[src/rtl/fetch_entry_queue.sv]
// Fetch entry queue: a small circular buffer that sits between the frontend
// fetch output and the decode stage. Entries are held here until decode takes
// them. Once an exception entry has been accepted, no further entries are
// taken until a flush. A flush empties the queue in a single cycle.

package config_pkg;
    typedef struct packed {
        int unsigned XLEN;
    } cva6_cfg_t;

    localparam cva6_cfg_t cva6_cfg_empty = '{XLEN: 32};
endpackage

package ariane_pkg;
    typedef struct packed {
        logic [2:0]  cf;
        logic [31:0] predict_address;
    } branchpredict_sbe_t;

    typedef struct packed {
        logic [31:0] cause;
        logic [31:0] tval;
        logic        valid;
    } exception_t;

    typedef struct packed {
        logic [31:0]        address;
        logic [31:0]        instruction;
        branchpredict_sbe_t branch_predict;
        exception_t         ex;
    } fetch_entry_t;
endpackage

module fetch_entry_queue #(
    parameter config_pkg::cva6_cfg_t CVA6Cfg = config_pkg::cva6_cfg_empty,
    parameter int unsigned           DEPTH   = 4
) (
    input  logic                         clk_i,
    input  logic                         rst_ni,
    input  logic                         flush_i,
    input  ariane_pkg::fetch_entry_t     fetch_entry_i,
    input  logic                         fetch_entry_valid_i,
    output logic                         fetch_entry_ready_o,
    output ariane_pkg::fetch_entry_t     fetch_entry_o,
    output logic                         fetch_entry_valid_o,
    input  logic                         fetch_entry_ready_i,
    output logic [$clog2(DEPTH):0]       usage_o,
    output logic                         ex_lock_o
);

    localparam int unsigned PTR_W = $clog2(DEPTH);
    localparam int unsigned CNT_W = PTR_W + 1;

    // Entry storage is never reset; only the pointers and counter say what is live.
    ariane_pkg::fetch_entry_t r_mem [DEPTH];

    logic [PTR_W-1:0] r_rd_ptr;
    logic [PTR_W-1:0] r_wr_ptr;
    logic [CNT_W-1:0] r_usage;
    logic             r_ex_lock;

    logic w_full;
    logic w_push;
    logic w_pop;

    // Handshake decode. Readiness never looks at the incoming valid, so the
    // frontend can compute its valid from our ready without a loop. A full
    // queue stays unready even while it is being popped; the freed slot is
    // offered on the following cycle.
    always_comb begin
        w_full              = (r_usage == CNT_W'(DEPTH));
        fetch_entry_ready_o = !w_full && !r_ex_lock && !flush_i;
        fetch_entry_valid_o = (r_usage != '0);
        w_push              = fetch_entry_valid_i && fetch_entry_ready_o;
        w_pop               = fetch_entry_valid_o && fetch_entry_ready_i;
        fetch_entry_o       = r_mem[r_rd_ptr];
        usage_o             = r_usage;
        ex_lock_o           = r_ex_lock;
    end

    // Write the accepted entry at the write pointer (no fall-through to the output).
    always_ff @(posedge clk_i) begin
        if (w_push) begin
            r_mem[r_wr_ptr] <= fetch_entry_i;
        end
    end

    // Pointers, occupancy and the exception lock; a flush clears all of them at once.
    always_ff @(posedge clk_i or negedge rst_ni) begin
        if (!rst_ni) begin
            r_rd_ptr  <= '0;
            r_wr_ptr  <= '0;
            r_usage   <= '0;
            r_ex_lock <= 1'b0;
        end else if (flush_i) begin
            r_rd_ptr  <= '0;
            r_wr_ptr  <= '0;
            r_usage   <= '0;
            r_ex_lock <= 1'b0;
        end else begin
            if (w_push) begin
                r_wr_ptr <= r_wr_ptr + PTR_W'(1);
                if (fetch_entry_i.ex.valid) begin
                    r_ex_lock <= 1'b1;
                end
            end
            if (w_pop) begin
                r_rd_ptr <= r_rd_ptr + PTR_W'(1);
            end
            unique case ({w_push, w_pop})
                2'b10:   r_usage <= r_usage + CNT_W'(1);
                2'b01:   r_usage <= r_usage - CNT_W'(1);
                default: r_usage <= r_usage;
            endcase
        end
    end

`ifndef SYNTHESIS
    // Pointer wrap-around relies on DEPTH being a power of two.
    a_depth_pow2: assert property (@(posedge clk_i)
        (DEPTH >= 2) && (DEPTH == (1 << PTR_W)) && (CVA6Cfg.XLEN != 0));

    // A full queue must never accept an entry.
    a_no_push_full: assert property (@(posedge clk_i) disable iff (!rst_ni)
        !(w_push && w_full));

    // Occupancy can never exceed the number of slots.
    a_usage_range: assert property (@(posedge clk_i) disable iff (!rst_ni)
        r_usage <= CNT_W'(DEPTH));
`endif

endmodule
[config.mk]
export PLATFORM = sky130hd
export DESIGN_NAME = fetch_entry_queue
export DESIGN_NICKNAME = d
export VERILOG_FILES = /design/src/rtl/fetch_entry_queue.sv
export SDC_FILE = /design/constraint.sdc
export NUM_CORES = 1
export LEC_CHECK = 0
export CORE_ASPECT_RATIO = 1.5
export CORE_MARGIN = 4
export CORE_UTILIZATION = 55
export DETAILED_ROUTE_END_ITERATION = 7
export HOLD_SLACK_MARGIN = 0.03
export PLACE_DENSITY = 0.76
export RECOVER_POWER = 25
export SYNTH_ARGS = -nofsm -noshare
export SYNTH_HDL_FRONTEND = slang
export SYNTH_SLANG_ARGS = --single-unit
[constraint.sdc]
create_clock -name clk_i -period 10.45 [get_ports clk_i]
set_input_delay 1.045 -clock clk_i [delete_from_list [all_inputs] [get_ports clk_i]]
set_output_delay 1.045 -clock clk_i [all_outputs]
set_load 0.03 [all_outputs]
After elaboration in Yosys (flattened, before gate mapping)
Memory sizes are Yosys's and may differ from the RTL's.
Cells that the tools add are included.
{"block": "op_classes", "n_addsub": 4, "bitwise_logic": 0, "shift": 0, "mux": 11, "n_div": 0, "multipliers": 0, "magnitude_cmp": 0, "n_eq_ne": 3, "reduce_logical": 13}
{"operator": "$mux W2", "n": 4}
{"operator": "$pmux W3 S2", "n": 1}
{"operator": "$reduce_bool A2 Y1", "n": 3}
{"operator": "$reduce_bool A3 Y1", "n": 2}
{"operator": "$mux W1", "n": 5}
{"operator": "$add A2 B1 Y2 const B", "n": 2}
{"operator": "$logic_and A1 B1 Y1", "n": 4}
{"operator": "$add A3 B1 Y3 const B", "n": 1}
{"operator": "$eq A3 B3 Y1 const B", "n": 1}
{"operator": "$logic_not A1 Y1", "n": 3}
{"operator": "$mux W3", "n": 1}
{"operator": "$sub A3 B1 Y3 const B", "n": 1}
{"operator": "$eq A2 B1 Y1 const B", "n": 1}
{"operator": "$eq A2 B2 Y1 const B", "n": 1}
{"operator": "$reduce_and A2 Y1", "n": 1}
{"block": "totals", "rom_bits": 0, "wordCells": 36, "mem_bits_rw": 656, "register_bits": 8, "mem_count": 1, "output_inout_bits": 170, "latchBits": 0, "in_bits": 169}
{"memory": "r_mem", "depth": 4, "width": 164, "read_ports": 1, "rd_clocked_by_memory_dff": 0, "write_ports": 1, "line_no": "55", "text": "ariane_pkg::fetch_entry_t r_mem [DEPTH];"}

Depth between registers and ports, before layout
Gate-level depths: netlist (run 1).
{"block": "logic_depth", "ltp_word": 8, "depth_mapped": 7, "mapped_depth_nobuf": 6}

Worst setup path before layout (run 1)
Ideal clock, no wire load.
{"block": "synth_path", "kind": "input -> register", "from": "input flush_i", "to": "memory r_mem[0][0] in the netlist's numbering, enable pin", "t_arrival_ns": 5.190, "stages": 2, "setup_slack_ns": 4.715, "n_path_buf": 0, "path_cell_list": "nor3b_2 > and3_1"}
{"block": "synth_between", "elab_chain_len": 5}
{"element": "from (decl)", "line_no": "40", "text": "input logic flush_i,"}
{"element": "$logic_not A1 Y1", "line_no": "72", "text": "fetch_entry_ready_o = !w_full && !r_ex_lock && !flush_i;"}
{"element": "$logic_and A1 B1 Y1", "line_no": "72"}
{"element": "$logic_and A1 B1 Y1", "line_no": "74", "text": "w_push = fetch_entry_valid_i && fetch_entry_ready_o;"}
{"element": "$mux W1", "line_no": "83", "text": "if (w_push) begin"}
{"element": "$mux W1 (implied by the code)", "line_no": "84", "text": "r_mem[r_wr_ptr] <= fetch_entry_i;"}
{"element": "to (decl)", "line_no": "55"}
No other way between the ends.

==> results of run 1 <==
==> metrics by stage <==
stage          total power (uW)  setup slack, ns  hold WS (ns)  instance area, um2
6_report                   6720             5.90         0.606               30000
5_1_grt                    6970             5.65         0.634               30000
3_5_place_dp               4750             6.06         0.589               28100
4_1_cts                    6810             5.81         0.604               30000
3_3_place_gp               4730             6.07         0.586               28100
2_1_floorplan              4150             4.71         0.555               24100
==> layout make-up <==
cell class | instances | area, um2 | share of cell area (%)
Antenna cell | 11 | 27.5 | 0.0917
Clock buffer | 71 | 1520 | 5.07
Clock inverter | 36 | 318 | 1.06
Inverter | 3 | 11.3 | 0.0375
Multi-Input combinational cell | 203 | 4020 | 13.4
Sequential cell | 664 | 19900 | 66.3
Tap cell | 570 | 713 | 2.38
Timing Repair Buffer | 348 | 3500 | 11.6
==> critical path, stage by stage, from the launching register on <==
cell             delay, ns
dfrtp_4               0.76
buf_12                0.57
mux4_2                0.60
clkdlybuf4s50_1       0.69
==> how the worst max path moves through the flow <==
stage / startpoint / endpoint / slack (ns) / cells after the start
3_3_place_gp: flush_i / r_mem[1][9]$_DFFE_PP_ / 6.07 / 4
2_1_floorplan: flush_i / r_mem[0][0]$_DFFE_PP_ / 4.71 / 2
4_1_cts: r_rd_ptr[0]$_DFFE_PN0P_ / fetch_entry_o[65] / 5.81 / 3
3_5_place_dp: flush_i / r_mem[1][118]$_DFFE_PP_ / 6.06 / 4
6_report: r_rd_ptr[0]$_DFFE_PN0P_ / fetch_entry_o[69] / 5.90 / 3
5_1_grt: r_rd_ptr[0]$_DFFE_PN0P_ / fetch_entry_o[98] / 5.65 / 3
==> kinds of logic after synthesis <==
logic type	after synthesis	synth area share, %
DFF	664	82.6
muxes	168	15.5
buffers and inverters	43	0.795
and+or+nand+nor	22	0.545
AOI/OAI and AO/OA	5	0.135
adders and majority gates	5	0.291
xor gates and xnor gates	3	0.109
==> sequential cells by signal (all words and copies together) (netlist names) <==
name and cells:
ex_lock_o 1, r_mem 656, r_rd_ptr 2, r_wr_ptr 2
usage_o 3
==> cell usage in the layout, fill, tap and decap left out, types with 3 or more instances in the layout <==
master	count
edfxtp_1	656
clkdlybuf4s50_1	240
mux4_2	164
dlygate4sd3_1	98
clkbuf_16	59
clkinv_2	16
clkbuf_1	12
diode_2	11
clkinv_1	8
buf_4	7
nor2_1	6
dfrtp_1	6
bufinv_16	5
and3_4	4
ha_1	4
inv_1	3
xor2_1	3
clkinvlp_4	3
buf_12	3
==> routing by layer <==
metal,track usage (%),up-vias
li1,-,4687
met1,24.9,5592
met2,34.8,338
met3,5.11,98
met4,6.81,10
met5,0,-
==> power by group through the flow <==
stage	Sequential (uW)	Combinational [uW]	Clock (uW)
floorplan	3250	903	0
global placement	3230	1510	0
detailed placement	3240	1510	0
CTS	3180	1520	2100
global route	3190	1560	2220
finish	3180	1480	2050
==> out/metrics.cfg, run 1 <==
[die]
rows=93
fp.coreArea_um2=43200
ioPinCount=339
die_x_um=179
die-height_um=264
initial_core_util_pct=55.8
dieArea_um2=47300

[placed_design]
dp.cells=1788
io_buffers=338
gp_congestion=0.744
hpwl_mm=28.3

[drt]
drc=0
drtAntennaViolNets=0
via_count=10700
dr.pass1.iters=4
route.met2.wl_mm=26.1
wl_mm=47.3
vias_per_cell=5.63
routed.top_layer=met5
initialDrtViolationCount=721
wl_met3_mm=3.37
detail_route.wl_per_cell_um=24.8
wl_met1_mm=16.4

[grt]
grt_pass1_vias=11600
grtUsageTotal_pct=20.2
grt_antenna_before_repair=22
overflow=0
grt_max_degree=166
grt_first_pass_wirelength_mm=71.3

[sta]
fin_crit_ns=4.55
rsz0062_at_grt=false
fin_tns_setup_ns=0
setup_violations=0
worst_slew_pin_slew_ns=1.14
period_share_pct=43.5
drv_slew=0
relSlewSlack_pct=23.9
clock-skew-final_ns=0.0123
fmax_mhz=220
hold_viol=0

[synthesis]
synth-seq-cells=664
synthFlopType=edfxtp_1
yosysSeqAreaShare_pct=82.6
syn_inst=910
syn_area_um2=24100
synth_top_area_cell=edfxtp_1
ys_async_sr_fraction_pct=1.20
synth_commonest_cells=656 x edfxtp_1, 164 x mux4_2, 18 x buf_2, 16 x clkbuf_1, 8 x dfrtp_1
synth_top_area_share_pct=81.8
yosysMostFrequentCell=edfxtp_1
syn_avg_cell_area_um2=26.5
synth_warnings=0
syn_nets=1084
synth_area_leaders=edfxtp_1 82%, mux4_2 15%, dfrtp_1 0.83%
ys_types=29
synth_edf_count=656

[clock_network]
cts_root_buffer=clkbuf_16
clock_sinks=664
cts_resized=0
clk_pin_slew_ns=0.06
cts-buffers-inserted=57
clk_latency_ns=0.59
holdBufCountCts=0
cts_tree=done
h-tree-depth=2
cts_max_path_buffers=3
cts_setup_buffers=0

[power_and_ir_drop]
max-vdd-ir-drop_mv=0.162
power_frac_comb_pct=22.1
seqPwrFrac_pct=47.4
clkPwrFrac_pct=30.6
swShare_pct=26.6
power.density_nw_per_um2=224
switchingPower_uw=1790
total_leakage_power_uw=0.00936
internal-power_uw=4930

[setup_path]
r2r_setup_slack_ns=7.43
r2r_end=r_mem[1][42]$_DFFE_PP_
cp-end-kind=primary output
cp_max_fo=108
worstPathArrival_ns=3.50
rr_worst_depth=3
r2r_start=ex_lock_o$_DFFE_PN0P_
startpoint_type=register
worstPathRequired_ns=9.41
criticalPathCategory=reg -> out

[cells_and_area]
final_util_pct=69.5
finalNetCount=1451
fin_cells=1906
layout-drive-gt1-share_pct=20.5
fillers=2546
syn2layout_area_growth_pct=24.6

[worst_hold_path]
min_from=r_wr_ptr[0]$_DFFE_PN0P_
holdPathStages=1
holdPathEnd=r_wr_ptr[0]$_DFFE_PN0P_
min_path_type=reg -> reg

[flow_run]
cap_violations=0

[outcome]
outcome=finished clean

Note: power is estimated with default switching activity, not from simulation.
==> run 2, diff against run 1 <==
--- a/config.mk
+++ b/config.mk
@@ -7,10 +7,10 @@
 export LEC_CHECK = 0
 export CORE_ASPECT_RATIO = 1.5
 export CORE_MARGIN = 4
-export CORE_UTILIZATION = 55
+export CORE_UTILIZATION = 49
 export DETAILED_ROUTE_END_ITERATION = 7
 export HOLD_SLACK_MARGIN = 0.03
-export PLACE_DENSITY = 0.76
+export PLACE_DENSITY = 0.72
 export RECOVER_POWER = 25
 export SYNTH_ARGS = -nofsm -noshare
 export SYNTH_HDL_FRONTEND = slang
==> constraint.sdc (replaced) <==
create_clock -name clk_i -period 4.1 [get_ports clk_i]
set_input_delay 0.41 -clock clk_i [delete_from_list [all_inputs] [get_ports clk_i]]
set_output_delay 0.41 -clock clk_i [all_outputs]
set_load 0.03 [all_outputs]
==> run 2 against run 1 <==
Compared with the run above:
- via count grew 1.3%
- clock power grew to 2.7 times the previous value
- die area grew 12%
- clock skew grew 0.00072 ns
- count of clock-buffer cells in the layout grew 6
- sequential power grew to 2.6 times the previous value
- non-clock buffer count grew 30
- register-to-register slack lost 5.8 ns
- sequential cell count is the same
- first-iteration DRC count shrank 14%
- wire length grew 3.6%
- combinational power grew to 2.6 times the previous value
- critical endpoint is now fetch_entry_o[155]
==> out/metrics.cfg, run 2 (synthesis gave the netlist of run 1 again) <==
[setup_path]
criticalPathCategory=reg -> out
path_cells=buf_4 -> mux4_2 -> clkdlybuf4s50_1
cp_slowest_cell=dfrtp_4
crit_buf_inv=2
cp-end-kind=primary output
worstPathArrival_ns=3.01
startpoint_type=register
slowest_delay_ns=0.82
critPathTopFamily=buffers and inverters
worstPathRequired_ns=3.69
cp_max_fo=24

[clock_network]
clk_pin_slew_ns=0.07
clock_sinks=664
cts-buffers-inserted=58
holdBufCountCts=0
h-tree-depth=2
cts_root_buffer=clkbuf_16
cts_max_path_buffers=3
cts_tree=done
cts_resized=0
clk_latency_ns=0.58
cts_setup_buffers=0

[drt]
drtAntennaViolNets=0
wl_mm=49.0
via_count=10900
detail_route.wl_per_cell_um=24.3
dr.pass1.iters=4
vias_per_cell=5.38
drc=0
initialDrtViolationCount=617

[sta]
setup_violations=0
fin_crit_ns=3.42
drv_slew=0
worst_slew_pin_slew_ns=0.747
fmax_mhz=292
relSlewSlack_pct=50.2
period_share_pct=83.5
clock-skew-final_ns=0.0131
rsz0062_at_grt=false
hold_viol=0
fin_tns_setup_ns=0

[power_and_ir_drop]
max-vdd-ir-drop_mv=0.465
power.density_nw_per_um2=571
finalPower_uw=17500
total_leakage_power_uw=0.00960

[flow_run]
cap_violations=0

[grt]
grt_pass1_vias=11700
grt_first_pass_wirelength_mm=73.7
grtUsageTotal_pct=18.5
grt_antenna_before_repair=20
overflow=0
grt_max_degree=73

[die]
die_x_um=189
initial_core_util_pct=49.5
dieArea_um2=52900
die-height_um=280
ioPinCount=339
fp.coreArea_um2=48700
rows=99

[worst_hold_path]
min_path_type=in -> async

[cells_and_area]
largest_register=r_mem
largest_reg_flops=656
multiInputGateArea_um2=4020
final_cell_mix=656 x edfxtp_1, 241 x clkdlybuf4s50_1, 164 x mux4_2
finalNetCount=1482
final_common_cell=edfxtp_1
fillers=3237
syn2layout_area_growth_pct=27.0
register_area_um2=19900
layout-drive-gt1-share_pct=21.8

[placed_design]
io_buffers=338
hpwl_mm=32.0
gp_congestion=0.770

[outcome]
outcome=finished clean

-- run 2: cell types whose count changed in the layout (fill, tap and decap cells not counted), moves of 5 or more --
cell      change
buf_4        +17
buf_12       +13
clkinv_1      +5
clkinv_2      -9
-- run 2: layout make-up --
cell class / instances / share of cell area (%)
multi-input cells: 203 / 13.1
repair buffers: 378 / 12.7
clock inverters: 31 / 1.08
inverters: 3 / 0.0368
well taps: 656 / 2.68
flip-flops and latches: 664 / 65.0
diodes: 9 / 0.0736
clock buffers: 77 / 5.25
-- run 2: path summary, 6_finish.rpt --
path	from	endpoint	slack [ns]	cells past startpoint
setup / recovery	r_rd_ptr[0]$_DFFE_PN0P_	fetch_entry_o[155]	0.68	3
hold / removal	rst_ni	r_rd_ptr[0]$_DFFE_PN0P_	0.19	1
setup reg to reg	usage_o[0]$_DFFE_PN0P_	usage_o[2]$_DFFE_PN0P_	1.66	6
hold reg to reg	r_wr_ptr[0]$_DFFE_PN0P_	r_wr_ptr[0]$_DFFE_PN0P_	0.60	1
max in group asynchronous	rst_ni	r_rd_ptr[1]$_DFFE_PN0P_	3.59	1
min in group clk_i	fetch_entry_i[58]	r_mem[1][58]$_DFFE_PP_	0.46	1
-- run 2: per-layer routing --
metal | track usage (%) | share of wire, % | routed length (um) | up-vias
li1 | - | - | - | 4770
met1 | 21.8 | 35 | 17300 | 5691
met2 | 34.1 | 56 | 27400 | 305
met3 | 3.99 | 5.6 | 2750 | 96
met4 | 5.78 | 3.1 | 1530 | 6
met5 | 0 | 0.092 | 45 | -
-- run 2: per-stage QoR --
stage                     std cells  util, %  instance area [um2]  hold WS, ns  worst slack [ns]
after floorplan                 910        -                24100        0.114             0.733
after global placement         1904     58.8                28600        0.572              1.12
after detailed placement       1904     58.8                28600        0.587              1.10
after CTS                      2012     62.8                30600       0.0887             0.549
after global routing           2015     62.8                30600        0.197             0.494
final                          2021     62.9                30600        0.187             0.678
-- run 2: worst register-to-register path, stage by stage (launching register included) --
cell and delay (ns):
dfrtp_1 0.46, o31ai_1 0.61, a21oi_1 0.14, fa_1 0.43, nand4_1 0.08, a21boi_0 0.25
mux2_2 0.36
-- run 2: power breakdown --
part / switching (uW) / internal, uW
sequential: 157 / 7950
combinational: 2150 / 1740
clock: 2280 / 3190
==> run 3, diff against run 2 <==
--- a/config.mk
+++ b/config.mk
@@ -7,10 +7,10 @@
 export LEC_CHECK = 0
 export CORE_ASPECT_RATIO = 1.5
 export CORE_MARGIN = 4
-export CORE_UTILIZATION = 49
+export CORE_UTILIZATION = 54
 export DETAILED_ROUTE_END_ITERATION = 7
 export HOLD_SLACK_MARGIN = 0.03
-export PLACE_DENSITY = 0.72
+export PLACE_DENSITY = 0.75
 export RECOVER_POWER = 25
 export SYNTH_ARGS = -nofsm -noshare
 export SYNTH_HDL_FRONTEND = slang
==> constraint.sdc (replaced) <==
create_clock -name clk_i -period 3.5 [get_ports clk_i]
set_input_delay 0.35 -clock clk_i [delete_from_list [all_inputs] [get_ports clk_i]]
set_output_delay 0.35 -clock clk_i [all_outputs]
set_load 0.03 [all_outputs]
==> run 3 against run 2 <==
Compared with the run above:
- worst hold slack gained 0.21 ns
- power is 15% higher
- largest power group unchanged
- sequential cell count unchanged
==> out/metrics.cfg, run 3 (synthesis gave the netlist of run 1 again) <==
[outcome]
outcome=finished clean

[setup_path]
r2r_start=usage_o[0]$_DFFE_PN0P_
path_depth=4
rr_worst_depth=6
worstSetupEndpoint=fetch_entry_o[121]
cp_max_fo=16
path_cells=buf_12 -> buf_4 -> mux4_2 -> clkdlybuf4s50_1
r2r_end=usage_o[2]$_DFFE_PN0P_
worstPathRequired_ns=3.15
cp_slowest_cell=clkdlybuf4s50_1
slowest_delay_ns=0.61
criticalPathCategory=reg -> out
cp-end-kind=primary output
worstPathArrival_ns=2.78
startpoint=r_rd_ptr[0]$_DFFE_PN0P_
startpoint_type=register
r2r_setup_slack_ns=0.99
critPathTopFamily=buffers and inverters
crit_buf_inv=3

[clock_network]
h-tree-depth=2
cts-buffers-inserted=58
clk_latency_ns=0.59
cts_tree=done
clock_sinks=664
clk_pin_slew_ns=0.06
cts_max_path_buffers=3
cts_resized=0
cts_root_buffer=clkbuf_16

[grt]
grtUsageTotal_pct=20.1
overflow=0
grt_pass1_vias=11800
grt_first_pass_wirelength_mm=73.0
grt_max_degree=71
grt_antenna_before_repair=21

[sta]
clock-skew-final_ns=0.0222
fin_crit_ns=3.13
drv_slew=0
worst_slew_pin_slew_ns=0.741
fin_tns_setup_ns=0
fin_ws_ns=0.368
fmax_mhz=319
relSlewSlack_pct=50.2
hold_viol=0
whs_ns=0.400
period_share_pct=89.5
rsz0062_at_grt=false
setup_violations=0

[power_and_ir_drop]
clkPwrFrac_pct=30.1
power.density_nw_per_um2=663
max-vdd-ir-drop_mv=0.557
switchingPower_uw=5350
swShare_pct=26.6
internal-power_uw=14800
total_leakage_power_uw=0.00950
power_frac_comb_pct=22.8
seqPwrFrac_pct=47.1

[cells_and_area]
multiInputGateArea_um2=4020
largest_reg_flops=656
final_cell_mix=656 x edfxtp_1, 239 x clkdlybuf4s50_1, 164 x mux4_2
fin_cells=1928
final_common_cell=edfxtp_1
layout-drive-gt1-share_pct=21.1
largest_register=r_mem
syn2layout_area_growth_pct=25.9
fillers=2718
finalNetCount=1476
register_area_um2=19900

[drt]
wl_mm=48.4
drtAntennaViolNets=0
via_count=10900
vias_per_cell=5.65
detail_route.wl_per_cell_um=25.1
drc=0
dr.pass1.iters=5
initialDrtViolationCount=779

[die]
ioPinCount=339
die_x_um=180
dieArea_um2=48100
fp.coreArea_um2=44000
rows=94
die-height_um=267
initial_core_util_pct=54.8

[placed_design]
io_buffers=338
hpwl_mm=30.8
place_ws_ns=0.897
dp.cells=1817
gp_congestion=0.763

[worst_hold_path]
holdPathStages=1
min_path_type=in -> reg

[flow_run]
cap_violations=0

-- run 3: cell count changes in the layout (fill, tap and decap cells not counted), sizes merged --
cell	previous run	this run
buf	40	33
bufinv	7	5
clkbuf	77	70
clkdlybuf4s50	241	239
clkinv	21	25
diode	9	7
dlygate4sd3	97	100
-- run 3: routing by layer --
metal  vias to the layer above  routed length, um  GRT usage, %
met5                         -                 62             0
met4                        10               1600          6.54
met3                       102               2640          4.35
met2                       317              26700          36.4
met1                      5724              17300          24.2
li1                       4743                  -             -
-- run 3: worst register-to-register path, cell delays in order, from the launching register on --
cell and delay, ns:
dfrtp_1 0.47, o31ai_1 0.69, a21oi_1 0.14, fa_1 0.42
nand4_1 0.08, a21boi_0 0.23, mux2_2 0.36
-- run 3: final cells by class --
cell class / count / share of cell area (%)
diodes: 7 / 0.0578
clock buffers: 70 / 4.93
clock inverters: 33 / 1.00
inverters: 3 / 0.0371
multi-input cells: 203 / 13.3
flip-flops and latches: 664 / 65.6
well taps: 576 / 2.38
repair buffers: 372 / 12.7
-- run 3: power groups by stage --
stage          Sequential (uW)  Combinational [uW]  Clock, uW
3_5_place_dp              9650                4670          0
6_report                  9480                4580       6060
2_1_floorplan             9640                2700          0
5_1_grt                   9510                4810       6570
3_3_place_gp              9610                4660          0
4_1_cts                   9480                4690       6200
-- run 3: timing repair --
item	CTS	global route
hold buffers	1	0
hold endpoints to repair	4	0
setup buffers	0	0
-- run 3: stage by stage --
step                area (um2)  power, uW  util (%)
finish                   30300      20100      69.0
CTS                      30300      20400      68.9
global route             30300      20900      68.9
global placement         28500      14300      64.8
floorplan                24100      12300         -
detailed placement       28500      14300      64.8
-- run 3: worst min path at each step --
stage                                       start                      end  slack [ns]
after floorplan                            rst_ni    ex_lock_o$_DFFE_PN0P_        0.05
after global placement      ex_lock_o$_DFFE_PN0P_    ex_lock_o$_DFFE_PN0P_        0.58
after detailed placement  r_wr_ptr[0]$_DFFE_PN0P_  r_wr_ptr[0]$_DFFE_PN0P_        0.59
after CTS                       fetch_entry_i[15]   r_mem[2][15]$_DFFE_PP_        0.35
after global routing            fetch_entry_i[44]   r_mem[3][44]$_DFFE_PP_        0.41
final                          fetch_entry_i[104]  r_mem[2][104]$_DFFE_PP_        0.40
